`src/rtl/chip_bus_slave_if.sv`:
```
// chip_bus_slave_if: request/grant/ready bus between a master and a chip_bus slave.
//   master modport : drives request, rw, address, wdata, wparity; observes the response.
//   slave modport  : observes the request fields; drives grant, ready, rdata, rparity,
//                    parity_err, addr_err and err_count.
interface chip_bus_slave_if;
   logic        request;
   logic        rw;
   logic [63:0] address;
   logic [63:0] wdata;
   logic        wparity;
   logic        grant;
   logic        ready;
   logic [63:0] rdata;
   logic        rparity;
   logic        parity_err;
   logic        addr_err;
   logic [7:0]  err_count;

   modport master (
      output request, rw, address, wdata, wparity,
      input  grant, ready, rdata, rparity, parity_err, addr_err, err_count
   );

   modport slave (
      input  request, rw, address, wdata, wparity,
      output grant, ready, rdata, rparity, parity_err, addr_err, err_count
   );
endinterface

```
`src/rtl/chip_bus_slave.sv`:
```
// chip_bus_slave: responder for single-beat chip_bus reads/writes backed by a local
// DEPTH x 64-bit register store. Write data is even-parity checked, out-of-window
// addresses are flagged, and read data is returned with generated parity.
//   clock  : rising-edge clock
//   resetN : asynchronous active-low reset
//   bus    : chip_bus_slave_if.slave (request fields in, grant/ready/response out)
module chip_bus_slave #(
   parameter int unsigned DEPTH       = 16,
   parameter logic [63:0] BASE_ADDR   = 64'h0,
   parameter int unsigned WAIT_STATES = 2
) (
   input logic             clock,
   input logic             resetN,
   chip_bus_slave_if.slave bus
);

   localparam int unsigned IdxW = (DEPTH > 1) ? $clog2(DEPTH) : 1;

   typedef enum logic [1:0] {StIdle, StGrant, StWait, StResp} state_e;

   state_e      state_q, state_d;
   logic [3:0]  cnt_q, cnt_d;

   // Request fields held for the whole transaction; the master may change them after grant.
   logic        rw_q;
   logic [63:0] addr_q;
   logic [63:0] wdata_q;
   logic        wparity_q;

   logic [63:0] mem_q [DEPTH];
   logic [63:0] rdata_q;
   logic        perr_q;
   logic        aerr_q;
   logic [7:0]  err_count_q;

   logic [63:0]     offset;
   logic            in_range;
   logic [IdxW-1:0] idx;
   logic            parity_ok;
   logic            commit;
   logic            bad_write;
   logic            resp;

   // Offset wraps modulo 2^64, so addresses below BASE_ADDR land far out of range.
   assign offset    = addr_q - BASE_ADDR;
   assign in_range  = offset < 64'(DEPTH);
   assign idx       = offset[IdxW-1:0];
   assign parity_ok = (wparity_q == ^wdata_q);
   assign commit    = (state_q == StGrant) && rw_q && parity_ok && in_range;
   assign bad_write = (state_q == StGrant) && rw_q && !parity_ok;
   assign resp      = (state_q == StResp);

   always_comb begin
      state_d = state_q;
      cnt_d   = cnt_q;
      case (state_q)
         StIdle: begin
            if (bus.request) state_d = StGrant;
         end
         StGrant: begin
            if (WAIT_STATES > 0) begin
               state_d = StWait;
               cnt_d   = 4'(WAIT_STATES - 1);
            end else begin
               state_d = StResp;
            end
         end
         StWait: begin
            if (cnt_q == 4'd0) state_d = StResp;
            else               cnt_d   = cnt_q - 4'd1;
         end
         StResp: begin
            state_d = StIdle;
         end
         default: begin
            state_d = StIdle;
         end
      endcase
   end

   always_ff @(posedge clock or negedge resetN) begin
      if (!resetN) begin
         state_q     <= StIdle;
         cnt_q       <= 4'd0;
         rw_q        <= 1'b0;
         addr_q      <= '0;
         wdata_q     <= '0;
         wparity_q   <= 1'b0;
         rdata_q     <= '0;
         perr_q      <= 1'b0;
         aerr_q      <= 1'b0;
         err_count_q <= 8'd0;
      end else begin
         state_q <= state_d;
         cnt_q   <= cnt_d;
         if (state_q == StIdle && bus.request) begin
            rw_q      <= bus.rw;
            addr_q    <= bus.address;
            wdata_q   <= bus.wdata;
            wparity_q <= bus.wparity;
         end
         // Response is latched on entry to RESP, after any write of this transaction.
         if (state_d == StResp) begin
            rdata_q <= (!rw_q && in_range) ? mem_q[idx] : '0;
            perr_q  <= rw_q && !parity_ok;
            aerr_q  <= !in_range;
         end
         if (bad_write && err_count_q != 8'hFF) begin
            err_count_q <= err_count_q + 8'd1;
         end
      end
   end

   always_ff @(posedge clock or negedge resetN) begin
      if (!resetN) begin
         for (int i = 0; i < int'(DEPTH); i++) begin
            mem_q[i] <= '0;
         end
      end else if (commit) begin
         mem_q[idx] <= wdata_q;
      end
   end

   assign bus.grant      = (state_q == StGrant);
   assign bus.ready      = resp;
   assign bus.rdata      = resp ? rdata_q : '0;
   assign bus.rparity    = resp & (^rdata_q);
   assign bus.parity_err = resp & perr_q;
   assign bus.addr_err   = resp & aerr_q;
   assign bus.err_count  = err_count_q;

endmodule

```
`src/flat_wrapper.sv`:
```
// flat-port wrapper written by rule: the top's interface ports become plain ports
module chip_bus_slave_flat 
#(
   parameter int unsigned DEPTH       = 16,
   parameter logic [63:0] BASE_ADDR   = 64'h0,
   parameter int unsigned WAIT_STATES = 2
)
  (clock, resetN, bus_request, bus_rw, bus_address, bus_wdata, bus_wparity, bus_grant, bus_ready, bus_rdata, bus_rparity, bus_parity_err, bus_addr_err, bus_err_count);
  chip_bus_slave_if bus_i ();
  input logic clock;
  input logic resetN;
  input wire logic [$bits(bus_i.request)-1:0] bus_request;
  input wire logic [$bits(bus_i.rw)-1:0] bus_rw;
  input wire logic [$bits(bus_i.address)-1:0] bus_address;
  input wire logic [$bits(bus_i.wdata)-1:0] bus_wdata;
  input wire logic [$bits(bus_i.wparity)-1:0] bus_wparity;
  output wire logic [$bits(bus_i.grant)-1:0] bus_grant;
  output wire logic [$bits(bus_i.ready)-1:0] bus_ready;
  output wire logic [$bits(bus_i.rdata)-1:0] bus_rdata;
  output wire logic [$bits(bus_i.rparity)-1:0] bus_rparity;
  output wire logic [$bits(bus_i.parity_err)-1:0] bus_parity_err;
  output wire logic [$bits(bus_i.addr_err)-1:0] bus_addr_err;
  output wire logic [$bits(bus_i.err_count)-1:0] bus_err_count;
  assign bus_i.request = bus_request;
  assign bus_i.rw = bus_rw;
  assign bus_i.address = bus_address;
  assign bus_i.wdata = bus_wdata;
  assign bus_i.wparity = bus_wparity;
  assign bus_grant = bus_i.grant;
  assign bus_ready = bus_i.ready;
  assign bus_rdata = bus_i.rdata;
  assign bus_rparity = bus_i.rparity;
  assign bus_parity_err = bus_i.parity_err;
  assign bus_addr_err = bus_i.addr_err;
  assign bus_err_count = bus_i.err_count;
  chip_bus_slave #(.DEPTH(DEPTH), .BASE_ADDR(BASE_ADDR), .WAIT_STATES(WAIT_STATES)) u_core (.clock(clock), .resetN(resetN), .bus(bus_i));
endmodule
```
`config.mk`:
```
export PLATFORM = sky130hd
export DESIGN_NAME = chip_bus_slave_flat
export DESIGN_NICKNAME = d
export VERILOG_FILES = /design/src/rtl/chip_bus_slave_if.sv /design/src/rtl/chip_bus_slave.sv /design/src/flat_wrapper.sv
export SDC_FILE = /design/constraint.sdc
export NUM_CORES = 2
export LEC_CHECK = 0
export ABC_AREA = 0
export CORE_ASPECT_RATIO = 0.75
export CORE_MARGIN = 2
export CORE_UTILIZATION = 63
export DETAILED_ROUTE_END_ITERATION = 12
export HOLD_SLACK_MARGIN = 0.1
export PLACE_DENSITY_LB_ADDON = 0.1
export SYNTH_ARGS = -nofsm -noshare
export SYNTH_HDL_FRONTEND = slang
export SYNTH_SLANG_ARGS = --single-unit
```
`constraint.sdc`:
```
create_clock -name clock -period 6 [get_ports clock]
set_clock_uncertainty 0.05 [all_clocks]
set_input_delay 0.9 -clock clock [delete_from_list [all_inputs] [get_ports clock]]
set_output_delay 0.9 -clock clock [all_outputs]
set_load 0.05 [all_outputs]
```
======== After elaboration in Yosys (flattened, before gate mapping) ========
Index checks and enable logic that the tools add are counted.
operators by class
  eq/ne operators ......................... 7
  $lt $le $gt $ge ......................... 3
  mux-type cells .......................... 13
  bitwise logic cells ..................... 4
  add/sub/neg operators ................... 2
  reductions and logical operators ........ 18
operators with widths
  operator                                                      count
  bitwise mux 1024 bit                                          1
  two-way mux 64 bit                                            5
  binary-select mux 64 bit (select 4 bit)                       1
  demux 64 bit (select 4 bit)                                   1
  XOR reduction 64 bit                                          2
  less-than comparator 64 x 5 -> 1 bit (second input constant)  1
  logical AND 1 bit                                             9
  adder 8 x 1 -> 8 bit (second input constant)                  1
  != test 8 bit (second input constant)                         1
  case mux 2 bit (4 select lines)                               1
  case mux 4 bit (2 select lines)                               1
  equality test 2 bit (second input constant)                   3
  greater-or-equal comparator 5 bit (second input constant)     1
  less-than comparator 5 x 1 -> 1 bit (second input constant)   1
  inverter 4 -> 5 bit                                           1
  zero test 4 bit                                               1
  two-way mux 2 bit                                             2
  two-way mux 4 bit                                             1
  subtractor 4 x 1 -> 4 bit (second input constant)             1
  bitwise AND 1 bit                                             3
  zero test 1 bit                                               3
  equality test 2 x 1 -> 1 bit (second input constant)          1
  zero test 2 bit                                               1
  != test 2 bit (second input constant)                         1
  3 further kinds                                               3
word-level totals
  output and inout port bits .............. 77
  input port bits ......................... 133
  logic and storage cells ................. 73
  bits in registers ....................... 1234

======== Longest topological paths before layout ========
  word-level depth ........................ 6
  mapped depth ............................ 11
  depth with buffers taken out ............ 9

======== Worst setup path before layout ========
OpenSTA, ideal clock, no wires.
  path kind ............................... register to register
  from .................................... register u_core.state_q[1]
  to ...................................... register u_core.mem_q[195] (netlist bit)
  path buffers ............................ 1
  clock period less this slack ............ 3.166 ns
  cell stages (with the launch flop) ...... 9
  arrival ................................. 2.991 ns
  required time ........................... 5.825 ns
  setup slack ............................. 2.834 ns
  setup time .............................. 0.125 ns
  path through ............................ dfrtp_1 inv_1 ha_1 and2_1 nand3_1 nor3_1 nand3_4 buf_6 mux2_4
between the ends
  longest elaborated chain between the ends .. 4
ends and longest elaborated chain
  element                          line                   source
  from (decl)                      chip_bus_slave.sv:21   state_e state_q, state_d;
  from (signal assigned)           chip_bus_slave.sv:83   state_q <= StIdle;
  from (signal assigned)           chip_bus_slave.sv:94   state_q <= state_d;
  equality test 2 x 1 -> 1 bit     n/a
  via bus_grant                    flat_wrapper.sv:17     output wire logic [$bits(bus_i.grant)-1:0] bus_grant;
  logical AND 1 bit (3 in series)  chip_bus_slave.sv:49   assign commit = (state_q == StGrant) && rw_q && parity_ok && in_range;
  to (signal, indexed assignment)  chip_bus_slave.sv:120  mem_q[idx] <= wdata_q;
  to (decl)                        chip_bus_slave.sv:30   logic [63:0] mem_q [DEPTH];
The timed path passes the listed nets, and every way through them passes these cells.
A chain may end at the register's enable or synchronous reset.

======== Worst setup path in the final report ========
  from .................................... register u_core.rdata_q[3]
  to ...................................... output bus_rparity
between the ends
  longest elaborated chain between the ends .. 2
ends and longest elaborated chain
  element                 line                   source
  from (decl)             chip_bus_slave.sv:31   logic [63:0] rdata_q;
  from (signal assigned)  chip_bus_slave.sv:104  rdata_q <= (!rw_q && in_range) ? mem_q[idx] : '0;
  XOR reduction 64 bit    chip_bus_slave.sv:127  assign bus.rparity = resp & (^rdata_q);
  bitwise AND 1 bit       chip_bus_slave.sv:127
  to (decl)               flat_wrapper.sv:20     output wire logic [$bits(bus_i.rparity)-1:0] bus_rparity;
Every way passes these cells.

==> impl_metrics.tcl <==
set metrics [dict create \
    insertion_delay_ns 0.70 \
    status "finished, final reports clean" \
    utilization_pct 71.0 \
    yosysSeqAreaShare_pct 53.4 \
    cts_root_buffer "clkbuf_16" \
    clk_path_buf_depth 3 \
    async_flop_share_pct 100 \
    grt_pass1_vias 34200 \
    firstDrtPassIters 5 \
    antenna_found_initial 2 \
    yosysWarnings 0 \
    grt_max_degree 169 \
    setup_viol 0 \
    die_h_um 266 \
    use_met1_pct 45.3 \
    ir_drop_v 0.00142 \
    vias 31400 \
    detail-route-antenna-nets 0 \
    cts_resized 0 \
    finalPower_w 0.0255 \
    yosys.area.top_type "dfrtp_1" \
    dp_hpwl_um 82300 \
    clkTransAtPathRegs_ns 0.06 \
    worstSetupPathType "reg2out" \
    max_slew_margin_pct 21.3 \
    die_area_mm2 0.0942 \
    wl_um 140000 \
    rsz0062_at_grt "false" \
    rows 96 \
    worstPathArrival_ns 4.12 \
    cts_setup_buffers 0 \
    min_period_over_period_pct 84.4 \
    cts_tree "built" \
    synth_most_common_cell "dfrtp_1" \
    synthTopCellsByCount "dfrtp_1 (1234), mux2_4 (450), mux2_1 (426)" \
    met3_usage_pct 5.72 \
    drv_slew 0 \
    max_freq_mhz 197 \
    grtUsageTotal_pct 30.5 \
    cts_inserted_buffers 116 \
    io_pins 210 \
    yosysTopAreaCellShare_pct 53.4 \
    drive_above_1_share_pct 36.8 \
    start_kind "flop" \
    synth-main-ff-cell "dfrtp_1" \
    initial_core_util_pct 63.4 \
    cts_hold_buf 0 \
    grt_pass1_wl_um 217000 \
    netlist_area_mm2 0.0578 \
    netlist_instances 3557 \
    drt_iter0_drc 2321 \
    synth_cell_type_count 41 \
    io_buffer_count 209 \
    grt_use_met2_pct 47.1 \
    place.gp.congestion 0.778 \
    ys_ff_latch 1234 \
    die_w_um 354 \
    synthTopCellsByArea "dfrtp_1 (53%), mux4_2 (12%), mux2_4 (12%)" \
    synth_nets 3697 \
    globalRouteOverflowTotal 0 \
    busiest_layer "met2" \
    syn_to_final_growth_pct 12.0 \
    drc 0 \
    hp-class "in2async" \
    critPathRequiredTime_ns 5.05 \
    period_needed_ns 5.07 \
    worst_pin_slew_ns 1.18 \
    fp.coreArea_mm2 0.0912 \
    n_fill_cell 5666 \
    wl_per_cell_um 28.3 \
    power.leakage_nw 31.8 \
    vias_per_cell 6.34 \
    avgSynthCellArea_um2 16.2 \
    h-tree-depth 3 \
    p_per_area_mw_per_mm2 393 \
    crit_fanout 3 \
    hold_viol_final 0 \
    synth_edf_count 0 \
    max-cap-violations 0 \
    clock_sinks 1234 \
    cp-end-kind "primary output" \
    setup_tns_ns 0 \
    nets 3773 \
]
## power breakdown
group | internal (W) | leakage (nW) | switching, W
Sequential | 0.00879 | 16.9 | 0.00140
Clock | 0.00457 | 2.04 | 0.00325
Combinational | 0.00288 | 12.9 | 0.00459
Total | 0.0162 | 31.8 | 0.00923
## logic make-up (layout without fill, tap and decap cells)
family          count (synthesis)  after routing  share of synthesized area [%]
other cells                     0              1                              0
fa+ha+maj                       7              7                          0.152
simple gates                  224            224                           2.27
mux                          1478           1478                           37.9
flops                        1234           1234                           53.4
compound gates                 73             73                          0.649
buf+inv                       408            586                           3.43
xor+xnor                      133            133                           2.12
## routing by layer
metal  routed length (µm)  vias up
met5                   13        -
met4                 3320        2
met3                 8920      239
met2                66100      929
met1                61900    17300
li1                     -    13000
## final timing paths
path,slack [ns],start,to,cells after the start
setup reg to reg,1.14,u_core.wdata_q[29],u_core.mem_q[581],9
min in group clock,0.43,u_core.mem_q[283],u_core.mem_q[283],1
setup / recovery,0.93,u_core.rdata_q[3],bus_rparity,8
hold reg to reg,0.43,u_core.mem_q[283],u_core.mem_q[283],1
max in group asynchronous,4.20,resetN,u_core.mem_q[349],2
hold / removal,0.18,resetN,u_core.mem_q[121],1
## critical path: stages (launching register included)
cell             delay [ns]
dfrtp_1                0.47
xor2_1                 0.21
xnor2_1                0.80
xnor2_1                0.21
xnor2_1                0.29
xnor2_1                0.19
xnor2_1                0.15
and2_1                 0.24
clkdlybuf4s50_1        0.84
## cell type report
cell class / instances / area (µm²) / share of cell area (%)
flip-flops and latches: 1234 / 30900 / 47.7
multi-input cells: 1915 / 25000 / 38.6
clock buffers: 164 / 3450 / 5.33
repair buffers: 296 / 2960 / 4.57
well taps: 1225 / 1530 / 2.37
clock inverters: 56 / 654 / 1.01
inverters: 70 / 263 / 0.406
diodes: 1 / 2.50 / 0.00387
## flip-flops by register name, indices dropped and copies added (netlist names)
signal,count
u_core.addr_q,64
u_core.rw_q,1
u_core.perr_q,1
u_core.mem_q,1024
u_core.aerr_q,1
u_core.bus.err_count,8
u_core.rdata_q,64
u_core.cnt_q,4
u_core.wdata_q,64
u_core.state_q,2
u_core.wparity_q,1
## placed cells by master, fill, tap and decap left out, types with 3 or more instances in the layout
| master | count |
|---|---|
| bufinv_16 | 13 |
| and2_1 | 70 |
| clkbuf_8 | 28 |
| nand4_1 | 5 |
| nor3_1 | 6 |
| mux4_2 | 320 |
| o21ai_0 | 68 |
| buf_12 | 17 |
| xnor2_1 | 115 |
| nor2b_1 | 3 |
| clkbuf_16 | 120 |
| nand2_1 | 83 |
| nor3_4 | 6 |
| nand3_1 | 4 |
| clkbuf_1 | 16 |
| clkinv_2 | 34 |
| dfrtp_4 | 4 |
| or3_1 | 3 |
| dfrtp_1 | 1230 |
| mux2_2 | 281 |
| mux2_4 | 450 |
| nor4_1 | 19 |
| ha_1 | 6 |
| mux2_1 | 426 |
| nor2_1 | 4 |
| inv_1 | 70 |
| nand3_4 | 9 |
| nand2b_1 | 3 |
| xor2_1 | 14 |
| clkdlybuf4s50_1 | 208 |
| clkinvlp_4 | 5 |
| buf_4 | 71 |
## through the flow
stage,hold slack (ns),instance area [µm²],cells,setup slack [ns]
2_1_floorplan,0.392,57800,3557,2.83
3_3_place_gp,0.411,60600,4740,1.31
3_5_place_dp,0.421,60600,4740,1.23
4_1_cts,0.219,64700,4960,1.07
5_1_grt,0.197,64700,4960,0.865
6_report,0.180,64700,4961,0.934
No activity file was read; power rests on OpenSTA's default activity.
